File: src/rtl/mult_seq_control.sv
// Sequential shift-add unsigned multiplier controller for the MULT path.
// Owns the operand/product registers and the step counter; start/busy/done handshake.

module mult_seq_control #(
   parameter int WIDTH = 16,
   parameter int CNT_W = 5
) (
   input  logic               clk,
   input  logic               rst_n,
   input  logic               start,
   input  logic [WIDTH-1:0]   multiplicand,
   input  logic [WIDTH-1:0]   multiplier,
   output logic               busy,
   output logic               done,
   output logic [2*WIDTH-1:0] product
);

   typedef enum logic [1:0] {
      ST_IDLE = 2'b00,
      ST_RUN  = 2'b01,
      ST_DONE = 2'b10
   } state_t;

   localparam logic [CNT_W-1:0] LAST_CNT = CNT_W'(WIDTH - 1);
   localparam logic [CNT_W-1:0] CNT_ONE  = CNT_W'(1);

   state_t               state_q,   state_d;
   logic [WIDTH-1:0]     mcand_q,   mcand_d;
   logic [2*WIDTH-1:0]   preg_q,    preg_d;
   logic [CNT_W-1:0]     cnt_q,     cnt_d;
   logic [2*WIDTH-1:0]   product_q, product_d;
   logic                 busy_q,    busy_d;
   logic                 done_q,    done_d;

   logic                 add_en_s;
   logic [WIDTH:0]       sum_s;
   logic [2*WIDTH-1:0]   step_s;

   // Shift-add step datapath: one conditional add of the multiplicand per cycle.
   always_comb begin
      add_en_s = preg_q[0];
      if (add_en_s) begin
         sum_s = {1'b0, preg_q[2*WIDTH-1:WIDTH]} + {1'b0, mcand_q};
      end else begin
         sum_s = {1'b0, preg_q[2*WIDTH-1:WIDTH]};
      end
      // The carry-out of the add becomes the new MSB, so nothing is lost.
      step_s = {sum_s, preg_q[WIDTH-1:1]};
   end

   // Next-state and next-register logic for the IDLE -> RUN -> DONE sequence.
   always_comb begin
      state_d   = state_q;
      mcand_d   = mcand_q;
      preg_d    = preg_q;
      cnt_d     = cnt_q;
      product_d = product_q;
      busy_d    = 1'b0;
      done_d    = 1'b0;

      case (state_q)
         ST_IDLE: begin
            if (start) begin
               mcand_d = multiplicand;
               preg_d  = {{WIDTH{1'b0}}, multiplier};
               cnt_d   = {CNT_W{1'b0}};
               state_d = ST_RUN;
               busy_d  = 1'b1;
            end else begin
               state_d = ST_IDLE;
            end
         end
         ST_RUN: begin
            preg_d = step_s;
            cnt_d  = cnt_q + CNT_ONE;
            if (cnt_q == LAST_CNT) begin
               product_d = step_s;
               state_d   = ST_DONE;
               done_d    = 1'b1;
            end else begin
               busy_d = 1'b1;
            end
         end
         ST_DONE: begin
            state_d = ST_IDLE;
         end
         default: begin
            state_d = ST_IDLE;
         end
      endcase
   end

   // State and datapath registers with synchronous active-low reset.
   always_ff @(posedge clk) begin
      if (!rst_n) begin
         state_q   <= ST_IDLE;
         mcand_q   <= {WIDTH{1'b0}};
         preg_q    <= {(2*WIDTH){1'b0}};
         cnt_q     <= {CNT_W{1'b0}};
         product_q <= {(2*WIDTH){1'b0}};
         busy_q    <= 1'b0;
         done_q    <= 1'b0;
      end else begin
         state_q   <= state_d;
         mcand_q   <= mcand_d;
         preg_q    <= preg_d;
         cnt_q     <= cnt_d;
         product_q <= product_d;
         busy_q    <= busy_d;
         done_q    <= done_d;
      end
   end

   assign busy    = busy_q;
   assign done    = done_q;
   assign product = product_q;

endmodule

File: config.mk
export PLATFORM = sky130hd
export DESIGN_NAME = mult_seq_control
export DESIGN_NICKNAME = d
export VERILOG_FILES = /design/src/rtl/mult_seq_control.sv
export SDC_FILE = /design/constraint.sdc
export NUM_CORES = 1
export LEC_CHECK = 0
export BUFFER_PORTS_ARGS = -buffer_cell sky130_fd_sc_hd__clkbuf_2
export CAP_MARGIN = 0
export CORE_AREA = 2 2 115 117
export CTS_CLUSTER_DIAMETER = 40
export CTS_CLUSTER_SIZE = 25
export DETAILED_ROUTE_END_ITERATION = 10
export DIE_AREA = 0 0 117 119
export HOLD_SLACK_MARGIN = 0.02
export SYNTH_ARGS = -nofsm -noshare
export SYNTH_HDL_FRONTEND = slang
export SYNTH_SLANG_ARGS = --single-unit
File: constraint.sdc
create_clock -name clk -period 2.2 [get_ports clk]
set_clock_uncertainty 0.1 [all_clocks]
set_input_delay 0.55 -clock clk [delete_from_list [all_inputs] [get_ports clk]]
set_output_delay 0.55 -clock clk [all_outputs]
set_load 0.03 [all_outputs]
==> key figures, run 1 <==
Logic synthesis
  – Top-area cell type share of the netlist area: 40.9%
  – Top-count cell post-synth: nand2_1
  – Synth cell count leaders: 115 x nand2_1, 89 x dfxtp_1, 60 x a21oi_1, 54 x nor2_1, 30 x clkbuf_1
  – Area contributors post-synth: dfxtp_1 41%, nand2_1 9.9%, a21oi_1 6.9%
  – Synth cell types: 54
  – Synth warnings: 0
  – Post-synth ARST share: 0%
  – Flops & latches, synth: 89
  – EDFF count, synth: 0
  – Post-synth net total: 605
  – Mapped Cells: 551
  – Register area share after synthesis: 40.9%
  – Top_reg_cell synth: dfxtp_1
  – Yosys top cell by area: dfxtp_1
  – Synth Area per Inst: 7.91 µm²
  – Mapped Area: 4360 µm²

Drt
  – DR DRC count: 0
  – Drt wl/cell: 14.5 µm
  – Post-DRT Antenna Nets: 0
  – Initial DRC count: 181
  – Routed WL: 11.6 mm
  – Via density: 5.08
  – Routed vias: 4066
  – Drt pass-1 iters: 5

Placed design
  – GPL Wtd Cong: 0.894
  – Pre-CTS WS: -0.0501 ns
  – Port bufs: 68
  – Placed cells: 783
  – Detailed placement HPWL: 8.19 mm

Cells and area
  – Final nets: 674
  – Layout Area Growth over Synthesis: 24.8%
  – Diodes inserted: 0
  – Count of non-filler cells in the finished layout: 801
  – Share of cells above drive strength 1: 21.9%
  – Finished Core Util: 42.2%
  – FF/Latch Area: 1790 µm²
  – Multi-input combinational cell area: 2490 µm²
  – Layout filler cell count: 1327

Clock network
  – CTS tree: done
  – TritonCTS Buffers: 9
  – Reg clk slew, reported paths: 0.07 ns
  – Clk buf depth: 2
  – CTS Hold Bufs: 0
  – Depth of the CTS H-tree: 3
  – Clock Latency Late Sink: 0.35 ns
  – Clock Sinks: 89
  – CTS root buf: clkbuf_16

Run
  – Number of max-cap violations: 0

Power and ir drop
  – Post-layout total power: 3.72 mW
  – Pwr Density: 684 nW/µm²
  – Max rail drop VDD: 0.000298 V
  – Leak: 2.18 nW

Global routing
  – GR Util met2: 27.8%
  – GRT overflow: 0
  – GRT Util Overall: 17.3%
  – Vias in the first global route: 4119
  – Global Route met3 Usage: 2.80%
  – Initial antenna violation count: 0
  – GRT Max-Usage Layer: met2
  – Largest net degree at the start of global routing: 75
  – First-pass GRT wire length: 19.3 mm
  – Global routing usage on met1: 23.0%

STA
  – Post-route worst setup slack: 0.0233 ns
  – Fin crit share: 98.9%
  – Fin. max-slew vios: 0
  – Slew margin rel.: 59.3%
  – Hold Fails Final Rpt: 0
  – Final setup fails: 0
  – FMAX: 0.459 GHz
  – Minimum clock period: 2.18 ns
  – Measured slew at the worst slew-check pin: 0.610 ns
  – RSZ-0062 raised after global routing: yes
  – Fin Hold WS: 0.319 ns

Run status
  – Outcome: finished, final reports clean

Worst setup path
  – CP Class: reg2reg
  – Critical R2R Launch: mcand_q[0]
  – Cells on worst reg2reg path: 8
  – Required time of the critical path: 2.39 ns
  – Critical Path Source: mcand_q[0]
  – Crit start category: flip-flop
  – Crit path capture: product[29]
  – Critical Path AT: 2.37 ns
  – Reg2Reg Capture Point: product[29]
  – Setup crit end kind: flip-flop
  – Maximum fanout along the worst path: 2
  – Setup slack, reg-to-reg: 0.02 ns

Die
  – Ports: 69
  – Die Span X: 117 µm
  – Die H: 119 µm
  – Rows: 42
  – Core area: 12900 µm²
  – Initial core utilization: 33.8%
  – Die ar.: 13900 µm²

Worst hold path
  – Worst hold path type: in2reg
## layout make-up
class | count | share of cell area (%)
repair buffers | 97 | 11.0
inverters | 8 | 0.552
clock inverters | 5 | 1.15
well taps | 176 | 4.05
multi-input cells | 415 | 45.8
flip-flops and latches | 89 | 32.8
clock buffers | 11 | 4.65
## critical path, cell delays in order (launching register included)
cell and delay (ns):
dfxtp_2 0.34, ha_4 0.16, fa_2 0.36, a21oi_2 0.15, o211a_1 0.18, o211ai_1 0.15
a31oi_2 0.26, mux2i_1 0.24, o221a_1 0.19
## layer usage
layer / wire length [µm] / vias to the layer above
li1: - / 2074
met1: 5570 / 1908
met2: 5400 / 67
met3: 420 / 17
met4: 233 / 0
met5: 0 / -
## placed cells by master, fill, tap and decap left out, types with 4 or more instances in the layout
| master | Yosys | layout |
|---|---|---|
| nand3_1 | 20 | 20 |
| a211oi_1 | 4 | 4 |
| ha_4 | 0 | 4 |
| a311oi_1 | 17 | 16 |
| nor3b_1 | 7 | 7 |
| a21oi_1 | 60 | 59 |
| nor3_1 | 5 | 5 |
| xnor2_1 | 6 | 6 |
| ha_1 | 18 | 14 |
| and3_1 | 4 | 4 |
| mux2i_1 | 10 | 10 |
| nand2_1 | 115 | 115 |
| o21a_1 | 5 | 5 |
| xor2_1 | 4 | 4 |
| clkbuf_2 | 1 | 68 |
| buf_4 | 0 | 25 |
| o21ai_0 | 17 | 17 |
| nor2_1 | 54 | 54 |
| o21ai_1 | 6 | 6 |
| clkbuf_16 | 0 | 9 |
| a31oi_1 | 11 | 9 |
| dfxtp_1 | 89 | 86 |
| nand2b_1 | 6 | 5 |
| inv_1 | 8 | 7 |
## where the power goes
part / internal [mW] / switching, mW
Clock: 0.949 / 0.669
Combinational: 0.155 / 0.231
Sequential: 1.67 / 0.0511
Total: 2.77 / 0.951
## registers in the layout, summed over array words and instances, names as in the netlist
signal,flops
cnt_q,5
busy,1
state_q,2
preg_q,32
mcand_q,16
product,32
done,1
## cell families (layout without fill, tap and decap cells)
group | after synthesis | in the layout | share of synthesized area [%]
and+or+nand+nor | 229 | 229 | 23.1
AOI/OAI and AO/OA | 146 | 146 | 21.7
DFF | 89 | 89 | 40.9
buffers and inverters | 47 | 121 | 4.08
adders and majority gates | 19 | 19 | 5.63
muxes | 11 | 11 | 2.56
xor gates and xnor gates | 10 | 10 | 2.01
## per-stage QoR
| step | cell area, µm² | setup TNS [ns] |
|---|---|---|
| detailed placement | 5020 | -0.104 |
| global placement | 5020 | -0.0780 |
| floorplan | 4370 | 0 |
| global route | 5440 | -0.152 |
| finish | 5440 | 0 |
| CTS | 5360 | 0 |
## worst min-delay path by stage
stage / slack (ns) / to / cells after the start / start
2_1_floorplan: 0.31 / cnt_q[3] / 1 / cnt_q[3]
3_3_place_gp: 0.33 / cnt_q[3] / 1 / cnt_q[3]
3_5_place_dp: 0.34 / cnt_q[3] / 1 / cnt_q[3]
4_1_cts: 0.31 / mcand_q[4] / 3 / multiplicand[4]
5_1_grt: 0.32 / mcand_q[0] / 3 / multiplicand[0]
6_report: 0.32 / mcand_q[4] / 3 / multiplicand[4]
## what timing repair did
action | in CTS | in global routing
setup endpoints to repair | 6 | 20
gates resized for setup | 5 | 12
pin swaps | 6 | 11
setup buffers | 1 | 1
No activity file was read; power rests on OpenSTA's default activity.
==> run 2: changes to the inputs <==
--- a/config.mk
+++ b/config.mk
@@ -7,12 +7,13 @@
 export LEC_CHECK = 0
 export BUFFER_PORTS_ARGS = -buffer_cell sky130_fd_sc_hd__clkbuf_2
 export CAP_MARGIN = 0
-export CORE_AREA = 2 2 115 117
+export CORE_AREA = 2 2 103 130
 export CTS_CLUSTER_DIAMETER = 40
 export CTS_CLUSTER_SIZE = 25
 export DETAILED_ROUTE_END_ITERATION = 10
-export DIE_AREA = 0 0 117 119
+export DIE_AREA = 0 0 105 132
 export HOLD_SLACK_MARGIN = 0.02
+export RECOVER_POWER = 100
 export SYNTH_ARGS = -nofsm -noshare
 export SYNTH_HDL_FRONTEND = slang
 export SYNTH_SLANG_ARGS = --single-unit
==> run 2 against run 1 <==
Wire length fell by 0.29%; die area fell by 0.45%; count of clock-buffer cells in the layout fell by 2; via count rose by 0.25%; register-to-register slack improved by 0.07 ns; power fell by 5.4%; critical path depth did not move; setup slack improved by 0.068 ns; worst hold slack got worse by 0.0057 ns; clock power fell by 12%; global-route usage fell by 0.17 points; maximum frequency rose by 3.2%; critical path type unchanged; largest power group unchanged.
==> key figures, run 2 (synthesized netlist as in run 1, its figures left out) <==
Die
  – Die Span X: 105 µm (-10%)
  – Die H: 132 µm (+11%)
  – Rows: 46 (+9.5%)
  – Core area: 12500 µm² (-2.5%)
  – Initial core utilization: 34.7% (+0.88 points)
  – Die ar.: 13900 µm² (-0.45%)
  – Ports: 69 (unchanged)

Worst hold path
  – Worst hold path type: in2reg
  – Min-delay src: multiplicand[0]

STA
  – Post-route worst setup slack: 0.0917 ns (+0.0684 ns)
  – Total Neg Setup Slack: 0 ns (unchanged)
  – Final setup fails: 0 (unchanged)
  – Minimum clock period: 2.11 ns (-0.0684 ns)
  – Hold Fails Final Rpt: 0 (unchanged)
  – Fin. max-slew vios: 0 (unchanged)
  – FMAX: 0.474 GHz (+3.2%)
  – RSZ-0062 raised after global routing: no
  – Slew margin rel.: 43.2% (-16 points)
  – Measured slew at the worst slew-check pin: 0.852 ns (+0.242 ns)
  – Fin crit share: 95.8% (-3.1 points)

Global routing
  – First-pass GRT wire length: 19.3 mm (-0.39%)
  – GRT Util Overall: 17.1% (-0.17 points)
  – GRT overflow: 0 (unchanged)
  – Initial antenna violation count: 0 (unchanged)
  – GRT Max-Usage Layer: met2
  – Global routing usage on met1: 21.3% (-1.7 points)
  – GR Util met2: 28.1% (+0.28 points)
  – Vias in the first global route: 3990 (-3.1%)
  – Global Route met3 Usage: 4.10% (+1.3 points)
  – Largest net degree at the start of global routing: 67 (-11%)

Clock network
  – Clock Sinks: 89 (unchanged)
  – CTS Hold Bufs: 0 (unchanged)
  – Clk buf depth: 2 (unchanged)
  – CTS root buf: clkbuf_16
  – CTS tree: done
  – Reg clk slew, reported paths: 0.07 ns (about the same)
  – Clock Latency Late Sink: 0.35 ns (about the same)
  – Depth of the CTS H-tree: 3 (unchanged)
  – TritonCTS Buffers: 9 (unchanged)

Drt
  – Routed WL: 11.6 mm (-0.29%)
  – Drt wl/cell: 14.6 µm (+0.71%)
  – Routed vias: 4076 (+0.25%)
  – Post-DRT Antenna Nets: 0 (unchanged)
  – Drt pass-1 iters: 4 (-1)
  – DR DRC count: 0 (unchanged)
  – Initial DRC count: 195 (+7.7%)
  – Via density: 5.14 (+1.3%)

Cells and area
  – Commonest non-fill, non-tap cell in the layout: nand2_1
  – Final nets: 675 (+0.15%)
  – Share of cells above drive strength 1: 16.3% (-5.6 points)
  – Count of non-filler cells in the finished layout: 793 (-1.0%)
  – Layout filler cell count: 1335 (+0.60%)
  – Diodes inserted: 0 (unchanged)
  – Commonest cells after routing, fill and taps aside: 115 x nand2_1, 87 x dfxtp_1, 58 x a21oi_1
  – Finished Core Util: 42.4% (+0.16 points)
  – Layout Area Growth over Synthesis: 22.1%

Worst setup path
  – CP Class: reg2reg
  – Crit start category: flip-flop
  – Maximum fanout along the worst path: 2 (unchanged)
  – Setup slack, reg-to-reg: 0.09 ns (+0.07 ns)
  – Critical Path Source: mcand_q[0]
  – Slowest cell on crit path: dfxtp_2
  – Critical Path AT: 2.31 ns (-0.06 ns)
  – Setup crit end kind: flip-flop
  – Reg2Reg Capture Point: product[29]
  – Crit path capture: product[29]
  – Critical-path cell list: ha_4 > fa_2 > a21oi_2 > o211a_1 > o211ai_1 > a31oi_2 > mux2i_1 > o221a_1
  – Cells on worst reg2reg path: 8 (unchanged)
  – Critical R2R Launch: mcand_q[0]
  – Crit-path max cell delay: 0.34 ns (-0.02 ns)
  – Required time of the critical path: 2.40 ns (about the same)

Run
  – Number of max-cap violations: 0 (unchanged)

Placed design
  – Port bufs: 68 (unchanged)
  – Detailed placement HPWL: 8.39 mm (+2.5%)
  – GPL Wtd Cong: 0.896 (+0.23%)
  – Placed cells: 777 (-0.77%)
  – Pre-CTS WS: -0.0300 ns (+0.0201 ns)

Power and ir drop
  – Pwr Density: 662 nW/µm² (-3.2%)
  – Post-layout total power: 3.52 mW (-5.4%)
  – Leak: 2.01 nW (-7.8%)
  – Max rail drop VDD: 0.000284 V (-4.8%)

Run status
  – Outcome: finished, final reports clean
-- run 2: cell count changes in the layout (fill, tap and decap cells not counted), moves of 2 or more --
cell,change
a21oi_2,+2
buf_4,-3
clkbuf_1,+38
clkbuf_2,-33
clkbuf_8,-2
clkinv_4,+2
ha_1,-3
ha_2,+3
-- run 2: worst max-delay path: cells and delay by family, from the launching register on --
kind	cells	cell delay, ns
adder cells (fa/ha/maj)	2	0.50
multiplexers	1	0.24
flip-flops	1	0.34
AO/OA/AOI/OAI	5	0.89
-- run 2: repair_timing --
item                                    4_1_cts  5_1_grt
setup buffers                                 0        1
endpoints found under the setup margin        3       13
resized for setup                             2       18
pin swaps                                     3        8
-- run 2: stage by stage --
stage / cell area, µm² / hold slack, ns
after floorplan: 4370 / 0.315
after global placement: 5010 / 0.331
after detailed placement: 5010 / 0.346
after CTS: 5290 / 0.313
after global routing: 5320 / 0.313
final: 5320 / 0.314
-- run 2: metal layers --
| layer | part of all wire, % | routed length (µm) | vias to the layer above |
|---|---|---|---|
| met5 | 0 | 0 | - |
| met4 | 2.6 | 299 | 0 |
| met3 | 4.6 | 537 | 21 |
| met2 | 48 | 5570 | 93 |
| met1 | 45 | 5180 | 1888 |
| li1 | - | - | 2074 |
-- run 2: worst min-delay path by stage --
stage / slack [ns] / cells after the start / endpoint
6_report: 0.31 / 3 / mcand_q[0]
5_1_grt: 0.31 / 3 / mcand_q[0]
4_1_cts: 0.31 / 3 / mcand_q[6]
3_5_place_dp: 0.35 / 1 / cnt_q[3]
3_3_place_gp: 0.33 / 1 / cnt_q[3]
2_1_floorplan: 0.31 / 1 / cnt_q[3]
-- run 2: layout make-up --
class | count | area (µm²) | share of cell area [%]
tap | 168 | 210 | 3.95
sequential | 89 | 1780 | 33.5
clock inverter | 6 | 46.3 | 0.870
inverter | 8 | 30.0 | 0.564
multi-input combinational | 415 | 2490 | 46.9
timing repair buffer | 98 | 531 | 9.97
clock buffer | 9 | 225 | 4.23
-- run 2: where the power goes --
part | internal (mW) | switching (mW)
Clock | 0.762 | 0.670
Sequential | 1.67 | 0.0420
Combinational | 0.145 | 0.235
Total | 2.57 | 0.948
